`config.mk`:
```
export PLATFORM = sky130hd
export DESIGN_NAME = div_seq_unit
export DESIGN_NICKNAME = d
export VERILOG_FILES = /design/src/rtl/div_seq_unit.sv
export SDC_FILE = /design/constraint.sdc
export NUM_CORES = 1
export LEC_CHECK = 0
export ABC_AREA = 1
export CORE_MARGIN = 1
export CORE_UTILIZATION = 40
export DETAILED_ROUTE_END_ITERATION = 6
export PLACE_DENSITY = 0.56
export RECOVER_POWER = 25
export REMOVE_ABC_BUFFERS = 1
export SLEW_MARGIN = 0
export SYNTH_ARGS = -nofsm -noshare
export SYNTH_HDL_FRONTEND = slang
export SYNTH_SLANG_ARGS = --single-unit
```
`constraint.sdc`:
```
create_clock -name clk -period 7.5 [get_ports clk]
set_input_delay 1.875 -clock clk [delete_from_list [all_inputs] [get_ports clk]]
set_output_delay 1.875 -clock clk [all_outputs]
set_load 0.02 [all_outputs]
```
`src/rtl/div_seq_unit.sv`:
```
// Sequential radix-2 non-restoring divider, signed or unsigned, one quotient bit per cycle.
// Divide-by-zero and signed overflow complete immediately without iterating.
module div_seq_unit #(
  parameter int DW = 32
) (
  input  logic          clk,
  input  logic          rst_n,
  input  logic          start,
  input  logic          is_unsigned,
  input  logic          flush,
  input  logic [DW-1:0] dividend,
  input  logic [DW-1:0] divisor,
  output logic          busy,
  output logic          done,
  output logic [DW-1:0] quotient,
  output logic [DW-1:0] remainder,
  output logic          div_zero,
  output logic          overflow
);

  localparam int CW = $clog2(DW);

  localparam logic [1:0] S_IDLE = 2'd0;
  localparam logic [1:0] S_CALC = 2'd1;
  localparam logic [1:0] S_FIX  = 2'd2;
  localparam logic [1:0] S_DONE = 2'd3;

  localparam logic [DW-1:0] ONES     = {DW{1'b1}};
  localparam logic [DW-1:0] ZERO     = {DW{1'b0}};
  localparam logic [DW-1:0] MIN_NEG  = {1'b1, {(DW-1){1'b0}}};
  localparam logic [CW-1:0] CNT_LOAD = CW'(DW - 1);
  localparam logic [CW-1:0] CNT_ONE  = {{(CW-1){1'b0}}, 1'b1};
  localparam logic [CW-1:0] CNT_ZERO = {CW{1'b0}};

  function automatic logic [DW-1:0] neg2c(input logic [DW-1:0] v);
    return ~v + {{(DW-1){1'b0}}, 1'b1};
  endfunction

  function automatic logic [DW-1:0] mag(input logic [DW-1:0] v, input logic is_signed);
    return (is_signed && v[DW-1]) ? neg2c(v) : v;
  endfunction

  logic [1:0]    r_state;
  logic [CW-1:0] r_cnt;
  logic [DW-1:0] r_a;
  logic [DW-1:0] r_b;
  logic [DW:0]   r_p;
  logic          r_neg_q;
  logic          r_neg_r;
  logic          r_busy;
  logic          r_done;
  logic [DW-1:0] r_quot;
  logic [DW-1:0] r_rem;
  logic          r_dz;
  logic          r_ov;

  logic          w_signed;
  logic          w_accept;
  logic          w_dz;
  logic          w_ovf;
  logic [1:0]    w_next_state;
  logic [DW:0]   w_sh;
  logic [DW:0]   w_nx;
  logic [DW-1:0] w_rem_fix;
  logic [DW-1:0] w_q_fin;
  logic [DW-1:0] w_r_fin;

  assign w_signed = ~is_unsigned;
  assign w_accept = start && !flush && ((r_state == S_IDLE) || (r_state == S_DONE));
  assign w_dz     = (divisor == ZERO);
  assign w_ovf    = w_signed && (dividend == MIN_NEG) && (divisor == ONES);

  // Next-state selection; flush overrides everything including a new start.
  always_comb begin
    w_next_state = S_IDLE;
    if (flush) begin
      w_next_state = S_IDLE;
    end else begin
      case (r_state)
        S_IDLE, S_DONE: begin
          if (w_accept) begin
            w_next_state = (w_dz || w_ovf) ? S_DONE : S_CALC;
          end else begin
            w_next_state = S_IDLE;
          end
        end
        S_CALC: begin
          if (r_cnt == CNT_ZERO) begin
            w_next_state = S_FIX;
          end else begin
            w_next_state = S_CALC;
          end
        end
        S_FIX:   w_next_state = S_DONE;
        default: w_next_state = S_IDLE;
      endcase
    end
  end

  // One non-restoring step; arithmetic wraps at DW+1 bits since the true result always fits.
  always_comb begin
    w_sh = {r_p[DW-1:0], r_a[DW-1]};
    if (r_p[DW]) begin
      w_nx = w_sh + {1'b0, r_b};
    end else begin
      w_nx = w_sh - {1'b0, r_b};
    end
  end

  // Final correction and sign restoration applied in FIX.
  always_comb begin
    if (r_p[DW]) begin
      w_rem_fix = r_p[DW-1:0] + r_b;
    end else begin
      w_rem_fix = r_p[DW-1:0];
    end
    w_q_fin = r_neg_q ? neg2c(r_a) : r_a;
    w_r_fin = r_neg_r ? neg2c(w_rem_fix) : w_rem_fix;
  end

  // Control, iteration datapath and registered results.
  always_ff @(posedge clk) begin
    if (!rst_n) begin
      r_state <= S_IDLE;
      r_cnt   <= CNT_ZERO;
      r_a     <= ZERO;
      r_b     <= ZERO;
      r_p     <= {(DW+1){1'b0}};
      r_neg_q <= 1'b0;
      r_neg_r <= 1'b0;
      r_busy  <= 1'b0;
      r_done  <= 1'b0;
      r_quot  <= ZERO;
      r_rem   <= ZERO;
      r_dz    <= 1'b0;
      r_ov    <= 1'b0;
    end else begin
      r_state <= w_next_state;
      r_busy  <= (w_next_state == S_CALC) || (w_next_state == S_FIX);
      r_done  <= (w_next_state == S_DONE);
      if (w_accept) begin
        r_a     <= mag(dividend, w_signed);
        r_b     <= mag(divisor, w_signed);
        r_p     <= {(DW+1){1'b0}};
        r_cnt   <= CNT_LOAD;
        r_neg_q <= w_signed && (dividend[DW-1] ^ divisor[DW-1]);
        r_neg_r <= w_signed && dividend[DW-1];
        if (w_dz) begin
          r_quot <= ONES;
          r_rem  <= dividend;
          r_dz   <= 1'b1;
          r_ov   <= 1'b0;
        end else if (w_ovf) begin
          r_quot <= dividend;
          r_rem  <= ZERO;
          r_dz   <= 1'b0;
          r_ov   <= 1'b1;
        end
      end else if (!flush && (r_state == S_CALC)) begin
        r_p   <= w_nx;
        r_a   <= {r_a[DW-2:0], ~w_nx[DW]};
        r_cnt <= r_cnt - CNT_ONE;
      end else if (!flush && (r_state == S_FIX)) begin
        r_quot <= w_q_fin;
        r_rem  <= w_r_fin;
        r_dz   <= 1'b0;
        r_ov   <= 1'b0;
      end
    end
  end

  assign busy      = r_busy;
  assign done      = r_done;
  assign quotient  = r_quot;
  assign remainder = r_rem;
  assign div_zero  = r_dz;
  assign overflow  = r_ov;

endmodule

```
==> impl_metrics.csv, run 1 <==
group,metric,value,unit
status,status,"finished clean",
grt,busiest_layer,"met2",
floorplan,core_area,37800,um2
floorplan,boundaryPins,137,
power_and_ir_drop,ir_drop,0.152,mV
setup_path,arrival,5.72,ns
placement,place.gp.congestion,0.934,
cells_and_area,final_nets,2832,
setup_path,worstPathRequired,7.88,ns
grt,grt_usage,0.308,
clocking,numCtsBuffers,17,
setup_path,worstRegToRegCells,23,
sta,worst_pin_slew,1.00,ns
clocking,clk_pin_slew_worst_paths,0.07,ns
setup_path,cp.depth,12,
sta,clock_skew,0.0137,ns
setup_path,endpoint_kind,"flop",
routing,drtIter0Drc,1258,
sta,hold_viol,0,
flow_run,maxCapViolCount,0,
yosys,yosys_warnings,0,
yosys,synth-async-reset-ratio,0,
sta,finalCritPeriodShare,0.711,
power_and_ir_drop,powerDensity,162,nW/um2
setup_path,critPathSlowestCell,"buf_4",
cells_and_area,multi_input_area,10100,um2
cells_and_area,syn_to_final_growth,15.0,%
placement,dp_hpwl,46.1,mm
clocking,clock_latency,0.47,ns
sta,rsz0062_at_grt,"no",
setup_path,crit_fanout,88,
sta,final.setup.tns,0,ns
cells_and_area,layout_commonest_cell,"nand2_1",
clocking,cts-hold-fix-buffers,0,
grt,met3_usage,0.0521,
grt,grt_max_degree,89,
setup_path,path_class,"in -> reg",
setup_path,crit_chain,"dlygate4sd3_1, inv_1, nand3_2, buf_4, inv_2, nor2_2, inv_2, nand2_1, inv_2, buf_4, o221ai_1, a21oi_1",
yosys,ys_ff_latch,174,
floorplan,die_h,199,um
yosys,synth_cell_type_count,58,
setup_path,cp_num_buf_inv,7,
routing,drt-total-wl,60.2,mm
routing,remaining_drc_errors,0,
grt,grt_pass1_vias,16100,
routing,ant_nets,0,
routing,num_vias,17400,
sta,timing.fmax,0.188,GHz
placement,portBuffers,136,
grt,use_met2,0.492,
hold_path,hp-class,"reg -> reg",
yosys,avgSynthCellArea,5.94,um2
yosys,syn_inst,2605,
routing,via_per_inst,5.41,
clocking,cts_tree,"yes",
hold_path,hold_depth,2,
grt,grt_util_met1,0.423,
cells_and_area,final_cell_mix,"608 x nand2_1, 388 x inv_1, 259 x nor2_1, 217 x a21oi_1, 187 x o21ai_0",
cells_and_area,final.fill_count,4150,
placement,dp_cells,3179,
grt,antenna_found_initial,1,
power_and_ir_drop,p_leak,8.72,nW
setup_path,cp_common_cell,"inv_2",
cells_and_area,seq_area,3480,um2
yosys,synth_top_cell_by_area,"dfxtp_1",
floorplan,start_util,0.409,
floorplan,die_w,199,um
yosys,seq_area_frac_synth,0.225,
grt,overflow,0,
setup_path,slowest_delay,0.62,ns
clocking,root_buffer,"clkbuf_16",
clocking,htree_levels,4,
cells_and_area,antennaDiodeCount,0,
setup_path,crit_family,"buffers and inverters",
routing,avgRoutedWirePerCell,18.7,um
clocking,clk_path_buf_depth,2,
yosys,synthesis.area,15500,um2
yosys,synth_ff_type,"dfxtp_1",
yosys,synth_edf_count,0,
yosys,synthTopCellsByArea,"dfxtp_1 23%, nand2_1 15%, inv_1 9.4%",
yosys,netlist.area_leader.share,0.225,
grt,grt_pass1_wl,92.5,mm
cells_and_area,drive_gt1_frac,0.0530,
clocking,cts_setup_buffers,0,
sta,fin_crit,5.33,ns
setup_path,crit_path_start_kind,"input pin",
clocking,ctsResizeCount,0,
clocking,clock_sinks,174,
floorplan,die_area,39500,um2
floorplan,rows,71,
sta,setup_viol,0,
routing,first_pass_iters,6,
cells_and_area,layoutNonFillerInstCount,3211,
sta,relSlewSlack,0.331,
sta,maxSlewViolCount,0,
[area by class of cell]
| type | instances | area share |
|---|---|---|
| clock buffers | 20 | 0.0257 |
| clock inverters | 12 | 0.00576 |
| flip-flops and latches | 174 | 0.196 |
| repair buffers | 154 | 0.0838 |
| multi-input cells | 1931 | 0.567 |
| inverters | 409 | 0.0862 |
| well taps | 511 | 0.0359 |
[tightest hold or removal path: stages, from the launching register on]
cell and delay, ns:
dfxtp_1 0.31, nand2_1 0.06, a21oi_1 0.05
[cell usage after synthesis, types with 13 or more instances]
master / n
nand3_1: 172
buf_2: 23
o21ai_0: 187
nor2_1: 263
dfxtp_1: 174
nor3_1: 44
or2_2: 14
nand4_1: 34
inv_1: 389
nand2_1: 608
xor2_1: 65
a31oi_1: 21
xnor2_1: 13
o21ai_1: 19
ha_1: 74
clkbuf_1: 57
a21oi_1: 217
o22ai_1: 54
inv_2: 18
[state kept, by name, summed over array words and instances, names as in the netlist]
| signal | count |
|---|---|
| busy | 1 |
| div_zero | 1 |
| done | 1 |
| overflow | 1 |
| quotient | 32 |
| r_a | 32 |
| r_b | 32 |
| r_cnt | 5 |
| r_neg_q | 1 |
| r_neg_r | 1 |
| r_p | 33 |
| r_state | 2 |
| remainder | 32 |
[power breakdown]
group / switching (W) / total (W) / internal (W)
sequential: 0.0000497 / 0.00102 / 0.000974
clock: 0.000452 / 0.000902 / 0.000450
combinational: 0.000630 / 0.000959 / 0.000329
total: 0.00113 / 0.00289 / 0.00175
[worst paths after layout]
kind	from	slack [ns]	end
worst min register to register	quotient[30]$_SDFFE_PN0P_	0.47	quotient[30]$_SDFFE_PN0P_
worst max register to register	r_b[1]$_SDFFE_PN0P_	2.31	r_a[0]$_SDFFE_PN0P_
worst min-delay path	quotient[30]$_SDFFE_PN0P_	0.47	quotient[30]$_SDFFE_PN0P_
worst max-delay path	flush	2.17	quotient[2]$_SDFFE_PN0P_
[layer usage]
layer / share of wire / vias up
li1: - / 8699
met1: 0.46 / 7996
met2: 0.44 / 587
met3: 0.071 / 80
met4: 0.025 / 2
met5: 0.00012 / -
[kinds of logic after synthesis]
group,synth area share
fa+ha+maj,0.0624
xor+xnor,0.0441
compound gates,0.205
simple gates,0.339
flops,0.225
buf+inv,0.124
[stage by stage]
stage	hold slack (ns)	total power (W)	util	instance area, um2	setup slack, ns
floorplan	0.451	0.00166	-	15100	1.21
global placement	0.455	0.00199	0.456	17200	1.92
detailed placement	0.461	0.00200	0.456	17200	1.88
CTS	0.472	0.00290	0.470	17800	2.36
global route	0.493	0.00305	0.470	17800	1.80
finish	0.466	0.00289	0.470	17800	2.17
(Power assumes the default switching activity.)
==> inputs of run 2 (changes only) <==
==> constraint.sdc (replaced) <==
create_clock -name clk -period 5.2 [get_ports clk]
set_input_delay 1.3 -clock clk [delete_from_list [all_inputs] [get_ports clk]]
set_output_delay 1.3 -clock clk [all_outputs]
set_load 0.02 [all_outputs]
==> impl_metrics.csv, run 2 (same netlist as run 1, synthesis figures left out) <==
group,metric,value,unit
sta,finalCritPeriodShare,0.882,
cells_and_area,final_nets,2845,
placement,portBuffers,136,
routing,first_pass_iters,5,
clocking,clk_path_buf_depth,2,
floorplan,die_h,199,um
routing,drtIter0Drc,1436,
setup_path,path_class,"reg -> reg",
placement,dp_hpwl,46.0,mm
routing,drt-total-wl,59.8,mm
status,violations,"capacitance limit, slew limit",
sta,hold_ws,0.462,ns
setup_path,arrival,4.86,ns
power_and_ir_drop,powerDensity,240,nW/um2
cells_and_area,final.fill_count,4157,
floorplan,core_area,37800,um2
grt,grt_usage,0.304,
floorplan,rows,71,
cells_and_area,layout_commonest_cell,"nand2_1",
routing,ant_nets,0,
grt,overflow,0,
sta,fin_crit,4.59,ns
floorplan,boundaryPins,137,
setup_path,crit_path_start_kind,"flop",
floorplan,die_area,39500,um2
clocking,clock_sinks,174,
sta,final.setup.tns,0,ns
cells_and_area,antennaDiodeCount,0,
routing,avgRoutedWirePerCell,18.6,um
routing,remaining_drc_errors,0,
flow_run,maxCapViolCount,1,
clocking,root_buffer,"clkbuf_16",
cells_and_area,syn_to_final_growth,16.1,%
sta,worst_pin_slew,1.96,ns
routing,via_per_inst,5.42,
sta,setup_viol,0,
sta,hold_viol,0,
cells_and_area,final_cell_mix,"608 x nand2_1, 388 x inv_1, 260 x nor2_1, 217 x a21oi_1, 187 x o21ai_0",
setup_path,crit_fanout,5,
clocking,cts-hold-fix-buffers,0,
cells_and_area,largest_reg_flops,33,
cells_and_area,top_register,"r_p",
grt,grt_max_degree,70,
setup_path,worstPathRequired,5.48,ns
clocking,cts_tree,"yes",
sta,clock_skew,0.0122,ns
clocking,cts_setup_buffers,0,
cells_and_area,drive_gt1_frac,0.0568,
power_and_ir_drop,p_leak,8.81,nW
grt,grt_pass1_vias,15800,
clocking,clock_latency,0.47,ns
setup_path,endpoint_kind,"flop",
clocking,ctsResizeCount,0,
clocking,numCtsBuffers,17,
floorplan,die_w,199,um
floorplan,start_util,0.409,
power_and_ir_drop,ir_drop,0.199,mV
hold_path,hp-class,"reg -> reg",
clocking,clk_pin_slew_worst_paths,0.07,ns
grt,grt_pass1_wl,91.7,mm
sta,maxSlewViolCount,32,
status,status,"finished, violations left",
clocking,htree_levels,4,
grt,antenna_found_initial,0,
sta,relSlewSlack,-0.305,
placement,place.gp.congestion,0.939,
sta,rsz0062_at_grt,"no",
routing,num_vias,17500,
sta,timing.fmax,0.218,GHz
-- run 2: worst max-delay path: stages, from the launching register on --
cell      delay, ns
dfxtp_1        0.35
inv_1          0.15
nand4_1        0.17
nor3_1         0.17
buf_4          0.16
nand3_1        0.10
nor3_2         0.17
nand3_1        0.12
nand3b_1       0.21
nand3b_1       0.27
nor2_1         0.22
a21oi_1        0.11
xor2_1         0.17
ha_1           0.37
nand2_1        0.12
nor2_1         0.12
inv_1          0.06
nor2_1         0.17
nand3_1        0.11
o21ai_0        0.30
buf_4          0.19
nand2_1        0.05
nand3_1        0.11
xor2_1         0.18
buf_4          0.18
a21oi_1        0.07
-- run 2: routing by layer --
layer	vias up	routed length, um	GRT usage
li1	8725	-	-
met1	8123	28200	0.424
met2	580	26600	0.487
met3	60	3700	0.0397
met4	0	1280	0.0869
met5	-	0	0
-- run 2: cell type report --
type	instances	area, um2	area share
multi-input combinational	1931	10100	0.561
clock buffer	17	425	0.0237
clock inverter	15	201	0.0112
sequential	174	3480	0.194
timing repair buffer	167	1590	0.0887
tap	511	639	0.0356
inverter	409	1540	0.0854
-- run 2: power by group --
part	total (W)	switching (W)	internal (W)
clock network	0.00144	0.000662	0.000774
logic	0.00140	0.000912	0.000487
registers	0.00148	0.0000729	0.00140
-- run 2: worst paths after layout --
kind	to	start	cells after the start	slack, ns
min reg2reg	quotient[6]$_SDFFE_PN0P_	quotient[6]$_SDFFE_PN0P_	2	0.46
max reg2reg	r_p[32]$_SDFFE_PP0P_	r_b[1]$_SDFFE_PN0P_	25	0.61
min	quotient[6]$_SDFFE_PN0P_	quotient[6]$_SDFFE_PN0P_	2	0.46
max	r_p[32]$_SDFFE_PP0P_	r_b[1]$_SDFFE_PN0P_	25	0.61
-- run 2: through the flow --
step | power (W) | util | worst slack [ns] | instances | cell area (um2)
global placement | 0.00288 | 0.459 | 0.535 | 3192 | 17400
global route | 0.00453 | 0.475 | 0.202 | 3224 | 18000
finish | 0.00431 | 0.475 | 0.612 | 3224 | 18000
floorplan | 0.00239 | - | -0.517 | 2514 | 15100
CTS | 0.00433 | 0.475 | 0.668 | 3224 | 18000
detailed placement | 0.00289 | 0.459 | 0.437 | 3192 | 17400
==> inputs of run 3 (changes only) <==
--- a/config.mk
+++ b/config.mk
@@ -6,10 +6,10 @@
 export NUM_CORES = 1
 export LEC_CHECK = 0
 export ABC_AREA = 1
-export CORE_MARGIN = 1
-export CORE_UTILIZATION = 40
+export CORE_UTILIZATION = 55
+export CTS_CLUSTER_SIZE = 12
 export DETAILED_ROUTE_END_ITERATION = 6
-export PLACE_DENSITY = 0.56
+export PLACE_DENSITY = 0.74
 export RECOVER_POWER = 25
 export REMOVE_ABC_BUFFERS = 1
 export SLEW_MARGIN = 0
==> impl_metrics.csv, run 3 (same netlist as run 1, synthesis figures left out) <==
group,metric,value,unit
power_and_ir_drop,p_clk_frac,0.330,
floorplan,rows,61,
routing,first_pass_iters,6,
cells_and_area,layout_commonest_cell,"nand2_1",
sta,rsz0062_at_grt,"no",
power_and_ir_drop,pwr-share-comb,0.328,
clocking,cts_setup_buffers,0,
routing,avgRoutedWirePerCell,18.4,um
sta,clock_skew,0.0133,ns
setup_path,arrival,4.92,ns
sta,worst_pin_slew,1.37,ns
routing,met2RoutedLength,26.3,mm
routing,ant_nets,0,
sta,timing.fmax,0.222,GHz
sta,relSlewSlack,0.0846,
setup_path,critPathSlowestCell,"nor3_1",
setup_path,cp_num_buf_inv,3,
setup_path,endpoint_kind,"flop",
placement,dp_cells,3066,
floorplan,die_w,170,um
placement,place.gp.congestion,1.03,
power_and_ir_drop,p_seq_frac,0.342,
cells_and_area,largest_reg_flops,33,
clocking,clk_path_buf_depth,2,
floorplan,core_area,27700,um2
sta,maxSlewViolCount,0,
setup_path,crit_path_start_kind,"flop",
clocking,cts-hold-fix-buffers,0,
clocking,clk_pin_slew_worst_paths,0.08,ns
grt,grt_pass1_wl,89.6,mm
routing,wl_met1,23.2,mm
sta,fin_crit,4.51,ns
routing,drtIter0Drc,1809,
floorplan,die_h,170,um
placement,dp_hpwl,44.1,mm
cells_and_area,final.fill_count,2671,
clocking,clock_latency,0.48,ns
clocking,clock_sinks,174,
power_and_ir_drop,p_int,0.00267,W
floorplan,die_area,28800,um2
sta,setup_viol,0,
power_and_ir_drop,switching_share,0.378,
grt,grt_usage,0.400,
power_and_ir_drop,netSwitchingPower,0.00163,W
grt,overflow,0,
routing,drt-total-wl,56.9,mm
grt,grt_pass1_vias,16600,
cells_and_area,antennaDiodeCount,0,
power_and_ir_drop,p_leak,8.83,nW
power_and_ir_drop,total_power,0.00430,W
sta,hold_ws,0.469,ns
grt,antenna_found_initial,0,
clocking,ctsResizeCount,0,
floorplan,start_util,0.559,
cells_and_area,syn_to_final_growth,15.2,%
setup_path,crit_fanout,5,
clocking,htree_levels,4,
clocking,root_buffer,"clkbuf_16",
clocking,numCtsBuffers,17,
grt,grt_max_degree,70,
routing,wl_met3,4.63,mm
cells_and_area,final_cell_mix,"608 x nand2_1, 389 x inv_1, 259 x nor2_1, 217 x a21oi_1, 187 x o21ai_0",
setup_path,crit_family,"simple AND/OR/NAND/NOR gates",
routing,remaining_drc_errors,0,
cells_and_area,drive_gt1_frac,0.0581,
cells_and_area,final_nets,2852,
routing,via_per_inst,5.83,
power_and_ir_drop,ir_drop,0.230,mV
setup_path,slowest_delay,0.37,ns
flow_run,maxCapViolCount,0,
placement,portBuffers,136,
routing,num_vias,18000,
routing,highest_layer,"met4",
cells_and_area,top_register,"r_p",
sta,final.setup.tns,0,ns
clocking,cts_tree,"yes",
power_and_ir_drop,powerDensity,241,nW/um2
sta,finalCritPeriodShare,0.868,
floorplan,boundaryPins,137,
setup_path,worstPathRequired,5.61,ns
hold_path,hp-class,"reg -> reg",
cells_and_area,layoutNonFillerInstCount,3097,
status,status,"finished clean",
setup_path,path_class,"reg -> reg",
sta,hold_viol,0,
==> run 3: cell types whose count changed in the layout (fill, tap and decap cells not counted), sizes merged <==
cell	previous run	this run
clkinv	4	3
dlygate4sd3	57	55
clkdlybuf4s50	78	80
buf	30	37
clkbuf	19	21
clkinvlp	3	1
==> run 3: per-layer routing <==
| layer | up-vias | track usage |
|---|---|---|
| li1 | 8751 | - |
| met1 | 8202 | 0.492 |
| met3 | 183 | 0.0674 |
| met2 | 910 | 0.675 |
| met4 | 0 | 0.193 |
| met5 | - | 0 |
==> run 3: power groups by stage <==
stage	combinational, W	sequential, W	clock, W
6_report	0.00141	0.00147	0.00142
5_1_grt	0.00155	0.00148	0.00147
4_1_cts	0.00140	0.00147	0.00142
3_5_place_dp	0.00138	0.00150	0
3_3_place_gp	0.00137	0.00150	0
2_1_floorplan	0.000869	0.00152	0
==> run 3: worst reg2reg max path, cell delays in order, from the launching register on <==
cell	delay (ns)
dfxtp_1	0.35
inv_1	0.14
nand4_1	0.17
nor3_1	0.37
nand3_1	0.20
nor3_2	0.19
nand3_1	0.13
nand3b_1	0.21
nand3b_1	0.23
nor2_1	0.20
nand3_1	0.09
nand2_1	0.08
xor2_1	0.07
ha_1	0.36
nand2_1	0.12
nor2_1	0.14
inv_1	0.07
nor2_1	0.28
o21ai_0	0.29
nand3_1	0.23
nand2_1	0.09
nand2_1	0.08
a21oi_1	0.06
o21ai_0	0.09
o211ai_1	0.10
inv_1	0.09
==> run 3: worst paths after layout <==
path	from	to	slack, ns	cells past startpoint
setup reg to reg	r_b[1]$_SDFFE_PN0P_	r_p[30]$_SDFFE_PP0P_	0.69	25
hold / removal	div_zero$_SDFFE_PN0P_	div_zero$_SDFFE_PN0P_	0.47	2
hold reg to reg	div_zero$_SDFFE_PN0P_	div_zero$_SDFFE_PN0P_	0.47	2
setup / recovery	r_b[1]$_SDFFE_PN0P_	r_p[30]$_SDFFE_PP0P_	0.69	25
==> run 3: stage by stage <==
| step | setup WS [ns] | util | area (um2) |
|---|---|---|---|
| 2_1_floorplan | -0.517 | - | 15100 |
| 3_5_place_dp | 0.708 | 0.622 | 17200 |
| 3_3_place_gp | 0.792 | 0.622 | 17200 |
| 5_1_grt | 0.375 | 0.643 | 17800 |
| 6_report | 0.688 | 0.643 | 17800 |
| 4_1_cts | 0.817 | 0.644 | 17800 |
==> run 3: cell type report <==
| class | count | area, um2 | area share |
|---|---|---|---|
| flip-flops and latches | 174 | 3480 | 0.195 |
| inverters | 409 | 1540 | 0.0861 |
| clock inverters | 12 | 170 | 0.00955 |
| well taps | 378 | 473 | 0.0265 |
| multi-input cells | 1931 | 10100 | 0.566 |
| clock buffers | 19 | 443 | 0.0248 |
| repair buffers | 174 | 1630 | 0.0917 |
